**config.mk**
```make
export PLATFORM = sky130hd
export DESIGN_NAME = countdown_timer
export DESIGN_NICKNAME = d
export VERILOG_FILES = /design/src/rtl/countdown_pkg.sv /design/src/rtl/expiry_counter.sv /design/src/rtl/countdown_timer.sv
export SDC_FILE = /design/constraint.sdc
export NUM_CORES = 1
export LEC_CHECK = 0
export ABC_CLOCK_PERIOD_IN_PS = 2100
export CAP_MARGIN = 20
export CORE_MARGIN = 1
export CORE_UTILIZATION = 50
export DETAILED_ROUTE_END_ITERATION = 10
export PLACE_DENSITY = 0.79
export SLEW_MARGIN = 20
export SYNTH_ARGS = -nofsm -noshare
export SYNTH_HDL_FRONTEND = slang
export SYNTH_SLANG_ARGS = --single-unit
```
**constraint.sdc**
```tcl
create_clock -name clk -period 2.1 [get_ports clk]
set_input_delay 0.42 -clock clk [delete_from_list [all_inputs] [get_ports clk]]
set_output_delay 0.42 -clock clk [all_outputs]
set_load 0.005 [all_outputs]
```
**src/rtl/countdown_pkg.sv**
```systemverilog
// countdown_pkg
//   Shared definitions for the countdown timer block.
//   - state_e       : timer FSM states (IDLE, RUN, PAUSE)
//   - DEFAULT_WIDTH : default width of the load value / remaining count
//   - DEFAULT_EXP_W : default width of the wrapping expiry tally
package countdown_pkg;

    typedef enum logic [1:0] {
        IDLE  = 2'd0,
        RUN   = 2'd1,
        PAUSE = 2'd2
    } state_e;

    localparam int DEFAULT_WIDTH = 8;
    localparam int DEFAULT_EXP_W = 4;

endpackage : countdown_pkg

```
**src/rtl/expiry_counter.sv**
```systemverilog
// expiry_counter
//   EXP_W-bit wrapping up-counter that tallies expiry pulses since the last load.
//   Ports:
//     clk      in  : rising-edge clock
//     rst      in  : synchronous active-high reset, clears the tally
//     clear_i  in  : synchronous clear (load accepted)
//     en_i     in  : count one event this edge
//     count_o  out : current tally (registered, wraps modulo 2^EXP_W)
module expiry_counter
    import countdown_pkg::*;
#(
    parameter int EXP_W = DEFAULT_EXP_W
) (
    input  logic             clk,
    input  logic             rst,
    input  logic             clear_i,
    input  logic             en_i,
    output logic [EXP_W-1:0] count_o
);

    localparam logic [EXP_W-1:0] TALLY_ONE = EXP_W'(1);

    logic [EXP_W-1:0] count_q;
    logic [EXP_W-1:0] count_d;

    // A clear and an event on the same edge means a zero-value load that
    // expires immediately: the tally restarts at one, not zero.
    always_comb begin
        count_d = count_q;
        if (clear_i) begin
            count_d = en_i ? TALLY_ONE : '0;
        end else if (en_i) begin
            count_d = count_q + TALLY_ONE;
        end
    end

    always_ff @(posedge clk) begin
        if (rst) begin
            count_q <= '0;
        end else begin
            count_q <= count_d;
        end
    end

    assign count_o = count_q;

endmodule : expiry_counter

```
**src/rtl/countdown_timer.sv**
```systemverilog
// countdown_timer
//   Programmable down-counting timer with one-shot and periodic modes.
//   A load handshake sets the start value; the count decrements once per
//   enabled cycle and a single-cycle expiry pulse marks terminal count.
//   Ports:
//     clk        in  : rising-edge clock
//     rst        in  : synchronous active-high reset
//     load_valid in  : load request
//     load_ready out : block can accept a load (combinational)
//     load_value in  : start/reload value, sampled on handshake
//     periodic   in  : mode, sampled on handshake (1 = reload at expiry)
//     pause      in  : level, holds the count while high
//     abort      in  : level, cancels the running timer
//     count      out : remaining count (registered)
//     busy       out : timer is running or paused
//     paused     out : timer is paused
//     expired    out : single-cycle expiry pulse (registered)
//     expiries   out : expiries since last load, wrapping
module countdown_timer
    import countdown_pkg::*;
#(
    parameter int WIDTH = DEFAULT_WIDTH,
    parameter int EXP_W = DEFAULT_EXP_W
) (
    input  logic             clk,
    input  logic             rst,
    input  logic             load_valid,
    output logic             load_ready,
    input  logic [WIDTH-1:0] load_value,
    input  logic             periodic,
    input  logic             pause,
    input  logic             abort,
    output logic [WIDTH-1:0] count,
    output logic             busy,
    output logic             paused,
    output logic             expired,
    output logic [EXP_W-1:0] expiries
);

    localparam logic [WIDTH-1:0] CNT_ONE = WIDTH'(1);

    state_e           state_q,    state_d;
    logic [WIDTH-1:0] count_q,    count_d;
    logic [WIDTH-1:0] reload_q,   reload_d;
    logic             periodic_q, periodic_d;
    logic             expired_q,  expired_d;
    logic             tally_clear;

    assign load_ready = (state_q == IDLE) && !abort;

    always_comb begin
        state_d     = state_q;
        count_d     = count_q;
        reload_d    = reload_q;
        periodic_d  = periodic_q;
        expired_d   = 1'b0;
        tally_clear = 1'b0;

        if (abort) begin
            // Cancel outright: no pulse, tally untouched, any load refused.
            state_d = IDLE;
            count_d = '0;
        end else begin
            case (state_q)
                IDLE: begin
                    if (load_valid) begin
                        reload_d    = load_value;
                        periodic_d  = periodic;
                        count_d     = load_value;
                        tally_clear = 1'b1;
                        // A zero load expires on the spot and never reloads.
                        if (load_value == '0) begin
                            expired_d = 1'b1;
                        end else begin
                            state_d = RUN;
                        end
                    end
                end
                RUN, PAUSE: begin
                    if (pause) begin
                        state_d = PAUSE;
                    end else begin
                        // Leaving PAUSE decrements on the same edge.
                        state_d = RUN;
                        if (count_q == CNT_ONE) begin
                            expired_d = 1'b1;
                            if (periodic_q) begin
                                count_d = reload_q;
                            end else begin
                                count_d = '0;
                                state_d = IDLE;
                            end
                        end else if (count_q != '0) begin
                            count_d = count_q - CNT_ONE;
                        end
                    end
                end
                default: begin
                    state_d = IDLE;
                    count_d = '0;
                end
            endcase
        end
    end

    always_ff @(posedge clk) begin
        if (rst) begin
            state_q    <= IDLE;
            count_q    <= '0;
            reload_q   <= '0;
            periodic_q <= 1'b0;
            expired_q  <= 1'b0;
        end else begin
            state_q    <= state_d;
            count_q    <= count_d;
            reload_q   <= reload_d;
            periodic_q <= periodic_d;
            expired_q  <= expired_d;
        end
    end

    expiry_counter #(
        .EXP_W (EXP_W)
    ) u_expiry_counter (
        .clk     (clk),
        .rst     (rst),
        .clear_i (tally_clear),
        .en_i    (expired_d),
        .count_o (expiries)
    );

    assign count   = count_q;
    assign busy    = (state_q != IDLE);
    assign paused  = (state_q == PAUSE);
    assign expired = expired_q;

endmodule : countdown_timer

```
=== Yosys cells after proc, flatten, opt, wreduce, memory -nomap -nowiden ===
Cells that the tools add are included.

* Add/subtract/negate cells: 2
* Muxes and demuxes: 24
* Eq/ne operators: 7
* Bitwise operators: 1
* Reduce and logical (&&, ||, !) cells: 12

{| class="wikitable"
|+ Operators by type and width
! cell !! count
|-
| $mux W8 || 5
|-
| $pmux W8 S2 || 1
|-
| $mux W1 || 11
|-
| $eq A8 B1 Y1 const B || 1
|-
| $logic_not A8 Y1 || 1
|-
| $mux W4 || 2
|-
| $reduce_bool A8 Y1 || 1
|-
| $sub A8 B1 Y8 const B || 1
|-
| $mux W2 || 3
|-
| $ne A2 B2 Y1 const B || 3
|-
| $reduce_and A3 Y1 || 2
|-
| $add A4 B1 Y4 const B || 1
|-
| $pmux W2 S2 || 1
|-
| $reduce_bool A2 Y1 || 2
|-
| $reduce_or A2 Y1 || 2
|-
| $ne A3 B3 Y1 const B || 1
|-
| $eq A2 B1 Y1 const B || 1
|-
| $eq A2 B2 Y1 const B || 1
|-
| $logic_not A2 Y1 || 1
|-
| $pmux W1 S2 || 1
|-
| $reduce_and A2 Y1 || 1
|-
| $logic_and A1 B1 Y1 || 1
|-
| $logic_not A1 Y1 || 1
|-
| $not A1 Y1 || 1
|}

* Input bits: 14
* Output and inout port bits: 16
* Flip-flop bits (word level): 24

=== Logic depth before layout (Yosys ltp) ===
* Depth in word-level cells: 7
* Mapped depth: 8
* Mapped depth without buffers: 7

=== Modules after synthesis ===
Synthesis repeated with hierarchy kept, for this count alone.

* Cells, all modules: 158
* Area total of the unflattened synthesis: 1430.1 µm²

{| class="wikitable"
|+ Modules (own cells, without submodules)
! module !! sequential area each (µm²) !! area an instance (µm²) !! instances !! cells an instance
|-
| countdown_timer || 400.4 || 1261.2 || 1 || 142
|-
| expiry_counter || 80.1 || 168.9 || 1 || 16
|}

=== Worst setup path before layout ===
No wires, ideal clock.

* Path kind: register -> register
* Start: register count_q[0], in the netlist count[0]
* End: register u_expiry_counter.count_q[3], in the netlist u_expiry_counter.count_o[3]
* Library setup time: 119 ps
* Path slack: 289 ps
* Period minus slack after synthesis: 1811 ps
* Arrival time: 1692 ps
* Required time: 1981 ps
* Cell stages (with the launch flop): 7
* Path buffers: 0
* Cell sequence: dfxtp_1 ha_1 nor4b_2 nand2_2 o22ai_2 nand4_1 mux2i_1

* Cells in the longest elaborated chain, start to end: 6

{| class="wikitable"
|+ Ends and longest elaborated chain
! element !! line !! text
|-
| start, declared || countdown_timer.sv:43 || <nowiki>logic [WIDTH-1:0] count_q, count_d;</nowiki>
|-
| start signal, assigned || countdown_timer.sv:115 || <nowiki>count_q <= count_d;</nowiki>
|-
| $eq A8 B1 Y1 || countdown_timer.sv:85 || <nowiki>if (count_q == CNT_ONE) begin</nowiki>
|-
| $mux W1 || countdown_timer.sv:85 ||
|-
| $mux W1 || countdown_timer.sv:80 || <nowiki>if (pause) begin</nowiki>
|-
| $pmux W1 S2 || countdown_timer.sv:64 || <nowiki>case (state_q)</nowiki>
|-
| $mux W1 || countdown_timer.sv:59 || <nowiki>if (abort) begin</nowiki>
|-
| $reduce_bool A2 Y1 (no line) || - ||
|-
| end signal, assigned || expiry_counter.sv:41 || <nowiki>count_q <= count_d;</nowiki>
|-
| end, declared || expiry_counter.sv:23 || <nowiki>logic [EXP_W-1:0] count_q;</nowiki>
|}

No other way between the ends.
A chain may end at the register's enable or synchronous reset.

=== Final worst setup path ===
* Start: register count_q[0], in the netlist count[0]
* End: register count_q[4], in the netlist count[4]

* Cells in the longest elaborated chain, start to end: 5
* Elaborated cells between the ends (all ways): 9

{| class="wikitable"
|+ Ends and longest elaborated chain
! element !! line !! text
|-
| $sub A8 B1 Y8 || countdown_timer.sv:94 || <nowiki>count_d = count_q - CNT_ONE;</nowiki>
|-
| $mux W8 || countdown_timer.sv:93 || <nowiki>end else if (count_q != '0) begin</nowiki>
|-
| $mux W8 || countdown_timer.sv:85 ||
|-
| $mux W8 || countdown_timer.sv:80 ||
|-
| $pmux W8 S2 || countdown_timer.sv:64 ||
|}

Parallel ways exist; a longest one is shown, timed or not. The select of a mux whose other input is x is not followed.

==> impl_metrics.csv <==
group,metric,value,unit
route,wl_per_cell,14.6,µm
placed_design,place_hpwl,2.54,mm
setup_path,cp.arrival,2220,ps
synth,netlist_area,0.00139,mm²
cts,root_buffer,"clkbuf_4",
floorplanning,dieArea,0.00299,mm²
synth,ys_seq_area_share,34.6,%
final_layout,layout.cells.non_filler,232,
setup_path,slowest_delay,430,ps
cts,clk_path_buf_depth,2,
route,drt-initial-drc-count,28,
global_route,grt_pass1_wl,5.40,mm
cts,cts_buffers,3,
cts,clk_pin_slew,140,ps
cts,cts_sinks,24,
final_layout,layout_commonest_cell,"clkdlybuf4s50_1",
synth,synth_ff_type,"dfxtp_1",
route,drc,0,
synth,synth_top_area_share,34.6,%
sta,slew_headroom,69.3,%
floorplanning,num_rows,18,
route,firstDrtPassIters,4,
final_layout,drive_above_1_share,13.9,%
cts,worst_skew_pair.late_latency,330,ps
synth,synthTopCellsByArea,"dfxtp_1 35%, mux2i_1 10%, nand2_1 6.2%",
setup_path,start_kind,"flop",
flow_run,cap_violations,0,
cts,htreeDepth,1,
placed_design,port_buffers,29,
synth,synth_cell_types,38,
pwr,ir_drop,461,µV
synth,syn_nets,184,
synth,ys_seq_elements,24,
synth,synth_edf_count,0,
sta,max_clock_freq,511,MHz
final_layout,layout_common_cells,"27 x clkdlybuf4s50_1, 22 x nand2_1, 22 x dfxtp_1, 14 x mux2i_1, 12 x nor2_1",
floorplanning,core_area,0.00254,mm²
global_route,grt_overflow_total,0,
pwr,power.density,538,mW/mm²
sta,maxSlewViolCount,0,
global_route,grt_start_max_net_pins,14,
route,post_drt_via_cell_ratio,5.72,
route,vias,1327,
route,wl,3.40,mm
global_route,grtUsageTotal,25.8,%
final_layout,fin_util,72.7,%
setup_path,cpMaxStageDelayCell,"or3b_1",
setup_path,worstSetupPathType,"flop to flop",
final_layout,diodes,0,
synth,synth_top_area_cell,"dfxtp_1",
worst_hold_path,holdCritPathClass,"flop to flop",
setup_path,worstPathMaxFanout,8,
placed_design,place_congestion,0.894,
global_route,grt_pass1_vias,1225,
floorplanning,die_w,54.7,µm
placed_design,dp_cells,226,
sta,setup_viol,0,
final_layout,fill_cells,197,
setup_path,end_kind,"flop",
final_layout,nNetsFinal,223,
route,ant_nets,0,
sta,fin_crit_sh,93.1,%
global_route,antenna_found_initial,0,
floorplanning,dieHeight,54.7,µm
final_layout,syn2layout_area_growth,33.2,%
sta,rsz0062_at_grt,"no",
floorplanning,io_pins,30,
pwr,finalPower,996,µW
sta,period_minus_slack,1960,ps
outcome,status,"finished clean",
sta,finalHoldViolations,0,
setup_path,worstPathCellList,"inv_1, ha_1, or3b_1, nor4_2, nor2_1, nor3_2, buf_4, o2bb2ai_1",
synth,yosys_warnings,0,
synth,synth_area_per_cell,8.47,µm²
setup_path,required,2360,ps
synth,synth_cells,164,
sta,skew,7.98,ps
cts,hold_buffers,0,
sta,worst_pin_slew,456,ps
pwr,power.leakage,0.000769,µW
synth,synth-async-reset-ratio,0,%
cts,cts_tree,"done",
floorplanning,initial_core_util,54.6,%
[power breakdown]
part / internal, µW / switching, µW
Clock: 106 / 151
Combinational: 126 / 120
Sequential: 473 / 19.4
Total: 705 / 290
[critical path: cells and delay by family (launching register included)]
| kind | cells | cell delay [ps] |
|---|---|---|
| flops | 1 | 420 |
| buf+inv | 2 | 270 |
| simple gates | 4 | 910 |
| fa+ha+maj | 1 | 180 |
| compound gates | 1 | 120 |
[metal layers]
metal | GRT usage [%] | wire [µm] | up-vias
li1 | - | - | 665
met1 | 32.5 | 1560 | 626
met2 | 43.8 | 1640 | 32
met3 | 2.50 | 131 | 4
met4 | 11.5 | 60 | 0
met5 | 0 | 0 | -
[sequential cells by signal, summed over array words and instances (netlist names)]
register / flops
u_expiry_counter.count_o: 4
periodic_q: 1
expired: 1
reload_q: 8
count: 8
state_q: 2
[cells in the mapped netlist (2+ instances only)]
master / n
o2bb2ai_1: 6
nand2_1: 23
ha_1: 6
o21ai_0: 3
nand4b_1: 3
mux2_1: 2
xor2_1: 2
nand3_1: 5
dfxtp_1: 24
nor3_1: 8
a22oi_1: 3
nor2_1: 12
a31oi_1: 4
clkbuf_1: 7
mux2i_1: 14
inv_1: 6
xnor2_1: 2
a21oi_1: 5
nand2b_1: 4
nor2b_1: 5
nor4_1: 3
[logic make-up (layout without fill, tap and decap cells)]
| family | count (synthesis) | in the layout | share of synthesized area, % |
|---|---|---|---|
| flip-flops | 24 | 24 | 34.6 |
| AO/OA/AOI/OAI | 29 | 29 | 15.1 |
| multiplexers | 17 | 17 | 12.5 |
| buffers and inverters | 13 | 51 | 3.51 |
| XOR/XNOR | 4 | 4 | 2.52 |
| adder cells (fa/ha/maj) | 6 | 6 | 5.41 |
| AND/OR/NAND/NOR | 71 | 71 | 26.3 |
[repair_timing]
item / 4_1_cts / 5_1_grt
setup endpoints to repair: 2 / 11
resized for setup: 6 / 4
buffers inserted: 1 / 1
[final cells by class]
| class | count | area, µm² | area share [%] |
|---|---|---|---|
| multi-input combinational | 127 | 885 | 47.8 |
| sequential | 24 | 483 | 26.1 |
| timing repair buffer | 41 | 385 | 20.8 |
| tap | 30 | 37.5 | 2.03 |
| clock buffer | 4 | 36.3 | 1.96 |
| inverter | 6 | 22.5 | 1.22 |
[final timing paths]
path | startpoint | to | slack (ps) | cells past startpoint
setup reg to reg | count[0] | count[4] | 140 | 8
setup / recovery | count[0] | count[4] | 140 | 8
hold reg to reg | reload_q[1] | reload_q[1] | 460 | 2
hold / removal | reload_q[1] | reload_q[1] | 460 | 2
[through the flow]
stage	hold slack, ps	setup TNS (ps)	setup slack (ps)	cell area, µm²
floorplan	436	0	289	1390
global placement	445	-55.4	-55.4	1770
detailed placement	447	-94.6	-75.6	1770
CTS	465	-6.34	-6.34	1820
global route	497	0	21.1	1850
finish	464	0	145	1850
(Power assumes the default switching activity.)
